File: config.mk
export PLATFORM = sky130hd
export DESIGN_NAME = call_stack
export DESIGN_NICKNAME = d
export VERILOG_FILES = /design/src/rtl/call_stack.sv
export SDC_FILE = /design/constraint.sdc
export NUM_CORES = 1
export LEC_CHECK = 0
export CORE_MARGIN = 5
export CORE_UTILIZATION = 50
export CTS_CLUSTER_SIZE = 8
export DETAILED_ROUTE_END_ITERATION = 12
export PLACE_DENSITY = 0.7
export SLEW_MARGIN = 10
export SYNTH_ARGS = -nofsm -noshare
export SYNTH_HDL_FRONTEND = slang
export SYNTH_SLANG_ARGS = --single-unit
File: constraint.sdc
create_clock -name clk -period 3.2 [get_ports clk]
set_clock_uncertainty 0.15 [all_clocks]
set_input_delay 0.64 -clock clk [delete_from_list [all_inputs] [get_ports clk]]
set_output_delay 0.64 -clock clk [all_outputs]
set_load 0.01 [all_outputs]
File: src/rtl/call_stack.sv
// Parametrised return stack for the control unit: saves return PC and flags on CALL, restores on RET.
// Supports push+pop as an in-place top replacement (tail call) and sticky overflow/underflow errors.
module call_stack #(
    parameter int PC_W   = 9,
    parameter int FLAG_W = 4,
    parameter int DEPTH  = 8,
    parameter int CNT_W  = $clog2(DEPTH + 1)
) (
    input  logic              clk,
    input  logic              rst_n,
    input  logic              push_en,
    input  logic              pop_en,
    input  logic              clr_err,
    input  logic [PC_W-1:0]   in_pc,
    input  logic [FLAG_W-1:0] in_flags,
    output logic [PC_W-1:0]   out_pc,
    output logic [FLAG_W-1:0] out_flags,
    output logic [CNT_W-1:0]  count,
    output logic              empty,
    output logic              full,
    output logic              overflow,
    output logic              underflow
);

    localparam int IDX_W = (DEPTH > 1) ? $clog2(DEPTH) : 1;
    localparam int ENT_W = PC_W + FLAG_W;

    logic [ENT_W-1:0] entry_reg [DEPTH];
    logic [CNT_W-1:0] count_reg;
    logic [CNT_W-1:0] count_next;
    logic             overflow_reg;
    logic             underflow_reg;

    logic             is_empty;
    logic             is_full;
    logic             wr_en;
    logic [IDX_W-1:0] wr_idx;
    logic [IDX_W-1:0] top_idx;
    logic [ENT_W-1:0] wr_data;
    logic [DEPTH-1:0] entry_we;
    logic             set_ovf;
    logic             set_unf;

    assign is_empty = (count_reg == '0);
    assign is_full  = (count_reg == CNT_W'(DEPTH));
    assign top_idx  = IDX_W'(count_reg - CNT_W'(1));
    assign wr_data  = {in_pc + PC_W'(1), in_flags};

    always_comb begin
        wr_en      = 1'b0;
        wr_idx     = IDX_W'(count_reg);
        count_next = count_reg;
        set_ovf    = 1'b0;
        set_unf    = 1'b0;
        case ({push_en, pop_en})
            2'b10: begin
                if (is_full) begin
                    set_ovf = 1'b1;
                end else begin
                    wr_en      = 1'b1;
                    count_next = count_reg + CNT_W'(1);
                end
            end
            2'b01: begin
                if (is_empty) begin
                    set_unf = 1'b1;
                end else begin
                    count_next = count_reg - CNT_W'(1);
                end
            end
            2'b11: begin
                // Tail call: overwrite the top in place; on an empty stack it degenerates to a push.
                wr_en = 1'b1;
                if (is_empty) begin
                    count_next = CNT_W'(1);
                end else begin
                    wr_idx = top_idx;
                end
            end
            default: ;
        endcase
    end

    for (genvar gi = 0; gi < DEPTH; gi++) begin : g_we
        assign entry_we[gi] = wr_en && (wr_idx == IDX_W'(gi));
    end

    always_ff @(posedge clk or negedge rst_n) begin
        if (!rst_n) begin
            for (int i = 0; i < DEPTH; i++) begin
                entry_reg[i] <= '0;
            end
        end else begin
            for (int i = 0; i < DEPTH; i++) begin
                if (entry_we[i]) begin
                    entry_reg[i] <= wr_data;
                end
            end
        end
    end

    // A new error event at the same edge as clr_err leaves the flag set.
    always_ff @(posedge clk or negedge rst_n) begin
        if (!rst_n) begin
            count_reg     <= '0;
            overflow_reg  <= 1'b0;
            underflow_reg <= 1'b0;
        end else begin
            count_reg     <= count_next;
            overflow_reg  <= set_ovf | (overflow_reg & ~clr_err);
            underflow_reg <= set_unf | (underflow_reg & ~clr_err);
        end
    end

    assign {out_pc, out_flags} = is_empty ? '0 : entry_reg[top_idx];
    assign count     = count_reg;
    assign empty     = is_empty;
    assign full      = is_full;
    assign overflow  = overflow_reg;
    assign underflow = underflow_reg;

endmodule

## Word level (Yosys, flattened, before mapping)

Cells that the tools add are included.

| word-level totals | value |
|---|---|
| output and inout bits | 21 |
| bits of input ports | 18 |
| register bits | 110 |
| word-level logic and storage cells | 63 |

| operators by class | value |
|---|---|
| add/sub/neg operators | 3 |
| reductions and logical operators | 12 |
| order comparisons | 1 |
| eq/ne operators | 14 |
| multiplexer cells | 16 |
| bitwise logic cells | 6 |

Operator list:

| cell | count |
|---|---|
| 13-bit binary-select mux with 3-bit select | 1 |
| 13-bit two-way mux | 3 |
| 3-bit equality test, second input constant | 4 |
| 4-bit two-way mux | 3 |
| 4-bit case mux with 3 select lines | 1 |
| 9-bit by 1-bit adder with 9-bit output, second input constant | 1 |
| 1-bit logical AND | 8 |
| 3-bit by 2-bit equality test with 1-bit output, second input constant | 2 |
| 3-bit two-way mux | 2 |
| 2-bit != test, second input constant | 3 |
| 1-bit two-way mux | 5 |
| 4-bit by 1-bit adder with 4-bit output, second input constant | 1 |
| 2-bit equality test, second input constant | 2 |
| 4-bit equality test, second input constant | 1 |
| 4-bit greater-or-equal comparator, second input constant | 1 |
| 4-bit logical NOT | 1 |
| 3-bit NOT with 4-bit output | 1 |
| 4-bit AND reduction | 1 |
| 4-bit by 1-bit subtractor with 4-bit output, second input constant | 1 |
| 3-bit by 1-bit equality test with 1-bit output, second input constant | 1 |
| 3-bit logical NOT | 1 |
| 3-bit nonzero test | 1 |
| 1-bit AND | 2 |
| 2-bit by 1-bit equality test with 1-bit output, second input constant | 1 |
| other kinds (3) | 4 |

## Depth between registers and ports, before layout

Gate-level depths: netlist of run 1.

| logic depth | value |
|---|---|
| depth in word-level cells | 6 |
| gate-level depth with buffers | 10 |
| gate-level depth less buffers | 8 |

## Least setup slack after synthesis of run 1

Ideal clock, no wire load.

| path | value |
|---|---|
| kind | register to output |
| from | reg count_reg[1] (netlist: count[1]) |
| to | out out_pc[2] |
| setup slack | 0.064 ns |
| data required time | 2.410 ns |
| cell stages (with the launch flop) | 9 |
| path buffers | 3 |
| arrival | 2.346 ns |
| path through | dfrtp_1 clkbuf_1 inv_1 ha_1 buf_1 buf_2 mux4_2 a221oi_1 a31oi_1 |

| between the ends | value |
|---|---|
| cells in the longest elaborated chain, start to end | 6 |
| elaborated cells on any way between the ends | 7 |
| classes of those cells | add/sub (1); mux (4); bitwise (1); reduce/logical (1) |

RTL lines:

| element | RTL line | source |
|---|---|---|
| start, declared | 29 | `logic [CNT_W-1:0] count_reg;` |
| start signal, assigned | 109 | `count_reg <= count_next;` |
| 4-bit by 1-bit subtractor with 4-bit output | - |  |
| 3-bit NOT with 4-bit output (not written as such) | 115 | `assign {out_pc, out_flags} = is_empty ? '0 : entry_reg[top_idx];` |
| 13-bit binary-select mux with 3-bit select | 115 |  |
| 13-bit two-way mux (not written as such) (2 in series) | 115 |  |
| 13-bit two-way mux * | 115 |  |
| end, declared | 16 | `output logic [PC_W-1:0] out_pc,` |

Mark *: on every way between the ends. The rest lies on a longest branch, timed or not. The select of a mux whose other input is x is not followed.

## Worst setup path after layout of run 1

| path | value |
|---|---|
| from | reg count_reg[0] (netlist: count[0]) |
| to | out out_pc[4] |

Same word-level chain as after synthesis.

==> metrics.cfg, run 1 <==
[floorplanning]
io_pins = 39
die_y_um = 115
core_area_um2 = 10800
num_rows = 38
initial_utilization_pct = 50.8
die_area_um2 = 13200
die_x_um = 115

[sta]
hold_viol = 0
tightest_slew_ps = 988
fmax_mhz = 316
setup_viol = 0
rsz0062_at_grt = true
maxSlewHeadroom_pct = 34.2
slew_viol_final = 0
fin_crit_ps = 3170
final.period_utilization_pct = 99.0

[route]
via_count = 4102
firstDrtPassIters = 7
drc = 0
wire_per_inst_um = 18.8
dr.first_iter.drc_count = 319
drt-vias-per-instance = 6.01
wirelength_um = 12900
antenna_left = 0

[logic_synthesis]
async_flop_share_pct = 100
syn_inst = 487
synth.avg_cell_area_um2 = 11.3
seq_area_frac_synth_pct = 50.2
synth.distinct_cells = 49
syn_area_um2 = 5490
synth-seq-cells = 110
syn_nets = 508
ys_warn_count = 0
synth-edff-count = 0
synth_flop_cell = dfrtp_1

[critical_path]
crit_required_ps = 2410
reg2reg_depth = 7
cp-start-kind = flop
rr_startpoint = count[0]
rrSetupSlack_ps = 300
r2r_end = entry_reg[29]
critPathKind = flop to output pin
critPathArrivalTime_ps = 2380
crit_path_start = count[0]
path_max_fanout = 12
end_kind = output pin
endpoint = out_pc[4]

[pwr]
ir_drop_mv = 0.372
p_leak_nw = 2.69
power_density_nw_per_um2 = 1160

[cts]
cts_tree = yes
clockBufferDepth = 2
cts_root_buffer = clkbuf_8
clk_latency_ps = 370
h-tree-depth = 3
cts.sinks = 110
cts_made_buffers = 9
cts.clk_slew.worst_paths_ps = 110

[place]
gp_routability_congestion = 0.862
postPlaceCellArea_um2 = 6140
hpwlAfterDp_um = 8470
port-buffer-count = 38
dp.cells = 664

[global_routing]
grt_pass1_wl_um = 21300
grt.total_usage_pct = 20.3
met3_usage_pct = 2.58
use_met1_pct = 28.3
grt_pass1_vias = 4209
grt_overflow = 0
antenna_found_initial = 0
grt.busiest_layer = met2
grt_max_degree = 111
grtUsageMet2_pct = 33.0

[run]
maxCapViolCount = 0

[status]
status = complete, no violations

[final_layout]
fillers = 866
final_cells = 683
nets = 559
multi_input_area_um2 = 2550
syn2layout_area_growth_pct = 17.5
largest_register_ffs = 104
finalCoreUtilization_pct = 59.7
fin_area_um2 = 6450
drive_gt1_share_pct = 24.9
regArea_um2 = 2750
diodes = 0

[worst_hold_path]
min_path_type = primary input to async pin

placed cells by master (no fill, tap or decap), types with 3 or more instances in the layout:
master             n
a31oi_1           13
o211ai_1           3
xor2_1             4
nand2_1           45
mux2_1            17
inv_2              3
o21ai_0           19
nand2b_1           4
clkdlybuf4s50_1   24
inv_1              3
buf_12             3
nand3_1            4
dlygate4sd2_1      4
a221oi_2           7
a221oi_1           8
mux4_2            26
clkbuf_2           8
a21oi_2            6
a21oi_1           52
nor2b_1            3
nor2_1            55
and3_1             3
dfrtp_1          109
nor3_1             5
clkbuf_8           9
buf_4             35
xnor2_1            3
mux2_2            23
metrics by stage:
| stage | power, W | TNS [ps] | hold slack [ps] | setup slack [ps] |
|---|---|---|---|---|
| after global routing | 0.00802 | -164 | 210 | -71.8 |
| after CTS | 0.00737 | -117 | 199 | -66.4 |
| after detailed placement | 0.00640 | 0 | 319 | 76.6 |
| after global placement | 0.00626 | 0 | 312 | 137 |
| after floorplan | 0.00503 | 0 | 194 | 64.1 |
| final | 0.00749 | 0 | 120 | 32.0 |
final cells by class:
cell class	instances	share of cell area, %
Timing Repair Buffer	78	11.0
Multi-Input combinational cell	332	39.6
Tap cell	140	2.72
Clock buffer	9	1.92
Inverter	7	0.408
Sequential cell	110	42.7
Clock inverter	7	1.61
cell families after synthesis:
group                      synth area share [%]
adders and majority gates                 0.684
DFF                                        50.2
muxes                                      19.1
xor gates and xnor gates                   1.12
AOI/OAI and AO/OA                          14.6
buffers and inverters                      4.31
and+or+nand+nor                            10.0
timing repair:
action,CTS,global route
endpoints found under the setup margin,13,11
setup buffers,1,0
pin swaps,0,2
gates resized for setup,24,20
hold buffers,0,0
cloned,1,1
report_power, final:
group          total, W  switching (W)  internal [W]
Combinational   0.00411        0.00205       0.00206
Sequential      0.00243       0.000363       0.00207
Clock          0.000946       0.000494      0.000452
Total           0.00749        0.00291       0.00458
how the worst min path moves through the flow:
stage                    from              to  slack (ps)  cells past startpoint
2_1_floorplan           rst_n        count[0]         190                      0
3_3_place_gp    entry_reg[14]   entry_reg[14]         310                      1
3_5_place_dp   entry_reg[103]  entry_reg[103]         320                      2
4_1_cts                 rst_n   entry_reg[52]         200                      2
5_1_grt                 rst_n   entry_reg[52]         210                      2
6_report                rst_n   entry_reg[52]         120                      2
routing by layer:
metal  part of all wire (%)  wire length, um
met5                      0                0
met4                    1.4              179
met1                     46             5860
met2                     48             6230
met3                    4.6              598
Yosys cell counts, drive strengths merged (3+ instances only):
cell,count,area share (%)
dfrtp,110,50
a21oi,58,5.7
nor2,55,3.8
nand2,45,3.1
mux2,40,8.2
mux4,26,11
buf,25,2.9
o21ai,20,1.8
a221oi,15,2.4
a31oi,13,1.5
clkbuf,13,0.89
inv,6,0.41
nor3,5,0.46
nand2b,4,0.46
nand3,4,0.36
xor2,4,0.64
and3,3,0.34
ha,3,0.68
nor2b,3,0.34
o211ai,3,0.41
or4,3,0.55
xnor2,3,0.48
critical path, cell delays in order (launching register included):
cell           delay, ps
dfrtp_2              400
inv_2                 70
ha_4                 310
buf_12               160
mux4_2               320
a221oi_1             320
a31oi_1              100
dlygate4sd2_1        330
Power figures use the tool's default switching activity.
==> run 2, diff against run 1 <==
- ABC_AREA: not set -> 1
- PLACE_DENSITY: 0.7 -> 0.69
==> run 2 against run 1 <==
Compared with the run above: first-iteration DRC count rose by 54%; clock-buffer cell count grew 2; design area grew 3.8%; critical path type unchanged; critical endpoint is now out_flags[0]; highest routed layer unchanged.
==> metrics.cfg, run 2 <==
[status]
status = complete, no violations

[route]
firstDrtPassIters = 5  ; -2
wirelength_um = 16000  ; +25%
drt-vias-per-instance = 5.57  ; -7.2%
antenna_left = 0  ; unchanged
via_count = 5238  ; +28%
wire_per_inst_um = 17.1  ; -9.4%
drc = 0  ; unchanged
dr.first_iter.drc_count = 491  ; +54%

[sta]
fin_crit_ps = 2980  ; -186 ps
maxSlewHeadroom_pct = 49.2  ; +15 points
tns_ps = 0  ; unchanged
tightest_slew_ps = 762  ; -226 ps
fmax_mhz = 335  ; +6.2%
rsz0062_at_grt = false
hold_viol = 0  ; unchanged
final.period_utilization_pct = 93.2  ; -5.8 points
setup_viol = 0  ; unchanged
slew_viol_final = 0  ; unchanged

[floorplanning]
io_pins = 39  ; unchanged
initial_utilization_pct = 50.5  ; -0.37 points
die_x_um = 120  ; +4.3%
num_rows = 40  ; +5.3%
core_area_um2 = 11900  ; +10%
die_y_um = 120  ; +4.3%
die_area_um2 = 14300  ; +8.7%

[worst_hold_path]
min_path_type = primary input to async pin

[logic_synthesis]
synth.distinct_cells = 31  ; -37%
netlist_top_cells_count = 247 x nand2_1, 114 x nand3_1, 110 x dfrtp_1
synth-seq-cells = 110  ; unchanged
syn_area_um2 = 6010  ; +9.6%
syn_nets = 791  ; +56%
synth.most_common_cell = nand2_1
yosys.area.top_type = dfrtp_1
synth-edff-count = 0  ; unchanged
syn_inst = 770  ; +58%
synth.avg_cell_area_um2 = 7.80  ; -31%
async_flop_share_pct = 100  ; unchanged
synth_flop_cell = dfrtp_1
synth_top_area_share_pct = 45.8  ; -4.4 points
ys_warn_count = 0  ; unchanged
yosys-top-cells-area = dfrtp_1 46%, nand2_1 15%, nand3_1 9.5%
seq_area_frac_synth_pct = 45.8  ; -4.4 points

[global_routing]
grt_pass1_wl_um = 26900  ; +26%
grt_overflow = 0  ; unchanged
grt_pass1_vias = 5146  ; +22%
antenna_found_initial = 0  ; unchanged
grt_max_degree = 59  ; -47%
grt.total_usage_pct = 23.5  ; +3.2 points

[critical_path]
critPathArrivalTime_ps = 2190  ; -190 ps
cpLargestDelayFamily = buffers and inverters
end_kind = output pin
critPathKind = flop to output pin
crit_required_ps = 2410  ; about the same
cp-start-kind = flop
crit_chain = inv_1, ha_2, inv_1, buf_4, o21ai_0, o22ai_1, nor2_1, nor2_1, dlygate4sd2_1
max_stage_delay_ps = 390  ; about the same
path_max_fanout = 8  ; -4
cp_num_buf_inv = 4  ; +1
cp_slowest_cell = dfrtp_1

[final_layout]
finalCoreUtilization_pct = 56.2  ; -3.6 points
final_common_cell = nand2_1
syn2layout_area_growth_pct = 11.4
final_cell_mix = 247 x nand2_1, 114 x nand3_1, 110 x dfrtp_1, 95 x nor2_1, 62 x o21ai_0
diodes = 0  ; unchanged
largest_register_ffs = 104  ; unchanged
nets = 810  ; +45%
drive_gt1_share_pct = 8.70  ; -16 points

[cts]
h-tree-depth = 3  ; unchanged
clk_latency_ps = 350  ; -20 ps
hold_buffers = 0  ; unchanged
cts_tree = yes
clockBufferDepth = 2  ; unchanged
cts_setup_buffers = 0  ; -1
ctsResizeCount = 14  ; -42%
cts_made_buffers = 9  ; unchanged
cts.clk_slew.worst_paths_ps = 70  ; -40 ps
cts.sinks = 110  ; unchanged
cts_root_buffer = clkbuf_16

[place]
gp_routability_congestion = 0.903  ; +4.8%
port-buffer-count = 38  ; unchanged
hpwlAfterDp_um = 10200  ; +21%

[pwr]
power_density_nw_per_um2 = 1190  ; +2.8%
ir_drop_mv = 0.549  ; +48%
p_leak_nw = 3.46  ; +28%
finalPower_w = 0.00799  ; +6.7%

[run]
maxCapViolCount = 0  ; unchanged

[run 2: cell types whose count changed in the layout (fill, tap and decap cells not counted), moves of 14 or more]
cell / before / now
nor2_1: 55 / 95
mux2_2: 23 / 0
mux4_2: 26 / 0
mux2_1: 17 / 0
o21ai_0: 19 / 62
a21oi_1: 52 / 2
nand3_1: 4 / 114
buf_4: 35 / 18
nand2_1: 45 / 247
inv_1: 3 / 17
[run 2: cells by family (layout without fill, tap and decap cells)]
group	after synthesis	in the layout	share of synthesized area [%]
simple gates	483	483	35.7
fa+ha+maj	3	3	0.625
xor+xnor	5	5	0.729
flops	110	110	45.8
compound gates	94	94	8.97
buf+inv	75	98	8.16
[run 2: where the power goes]
part / internal (W) / total, W / switching (W)
Sequential: 0.00202 / 0.00237 / 0.000351
Combinational: 0.00167 / 0.00454 / 0.00287
Clock: 0.000570 / 0.00108 / 0.000509
[run 2: final timing paths]
check                      slack (ps)  cells past startpoint            end          start
setup / recovery                  220                      9   out_flags[0]       count[0]
setup reg to reg                  570                     11  entry_reg[17]       count[2]
min in group clk                  320                      2  entry_reg[25]  entry_reg[25]
hold / removal                    210                      1  entry_reg[65]          rst_n
hold reg to reg                   320                      2  entry_reg[25]  entry_reg[25]
max in group asynchronous        1930                      2  entry_reg[34]          rst_n
[run 2: area by class of cell]
class	count	area [um2]
Fill cell	1168	5220
Multi-Input combinational cell	585	2770
Sequential cell	110	2750
Timing Repair Buffer	63	626
Clock buffer	11	253
Tap cell	147	184
Inverter	20	76.3
Clock inverter	4	32.5
[run 2: metrics by stage]
step / hold WS [ps] / setup WS (ps) / instances / instance area, um2
after floorplan: 194 / 137 / 770 / 6010
after global placement: 298 / 331 / 925 / 6390
after detailed placement: 303 / 311 / 925 / 6390
after CTS: 229 / 4.38 / 940 / 6680
after global routing: 261 / 54.7 / 940 / 6690
final: 213 / 218 / 940 / 6690
[run 2: worst reg2reg max path: stages (launching register included)]
cell,delay [ps]
dfrtp_1,430
buf_4,190
nor2_4,50
nand2_2,320
buf_4,240
nand2_2,100
nand2_1,120
nand2_4,100
nor2_8,340
nand2_2,300
nand2_1,140
nand2_1,50
[run 2: layer usage]
layer	share of wire, %	track usage, %	vias up
li1	-	-	2542
met5	0	0	-
met2	46	37.3	209
met1	45	32.3	2471
met4	1.3	5.44	0
met3	7.7	6.64	16
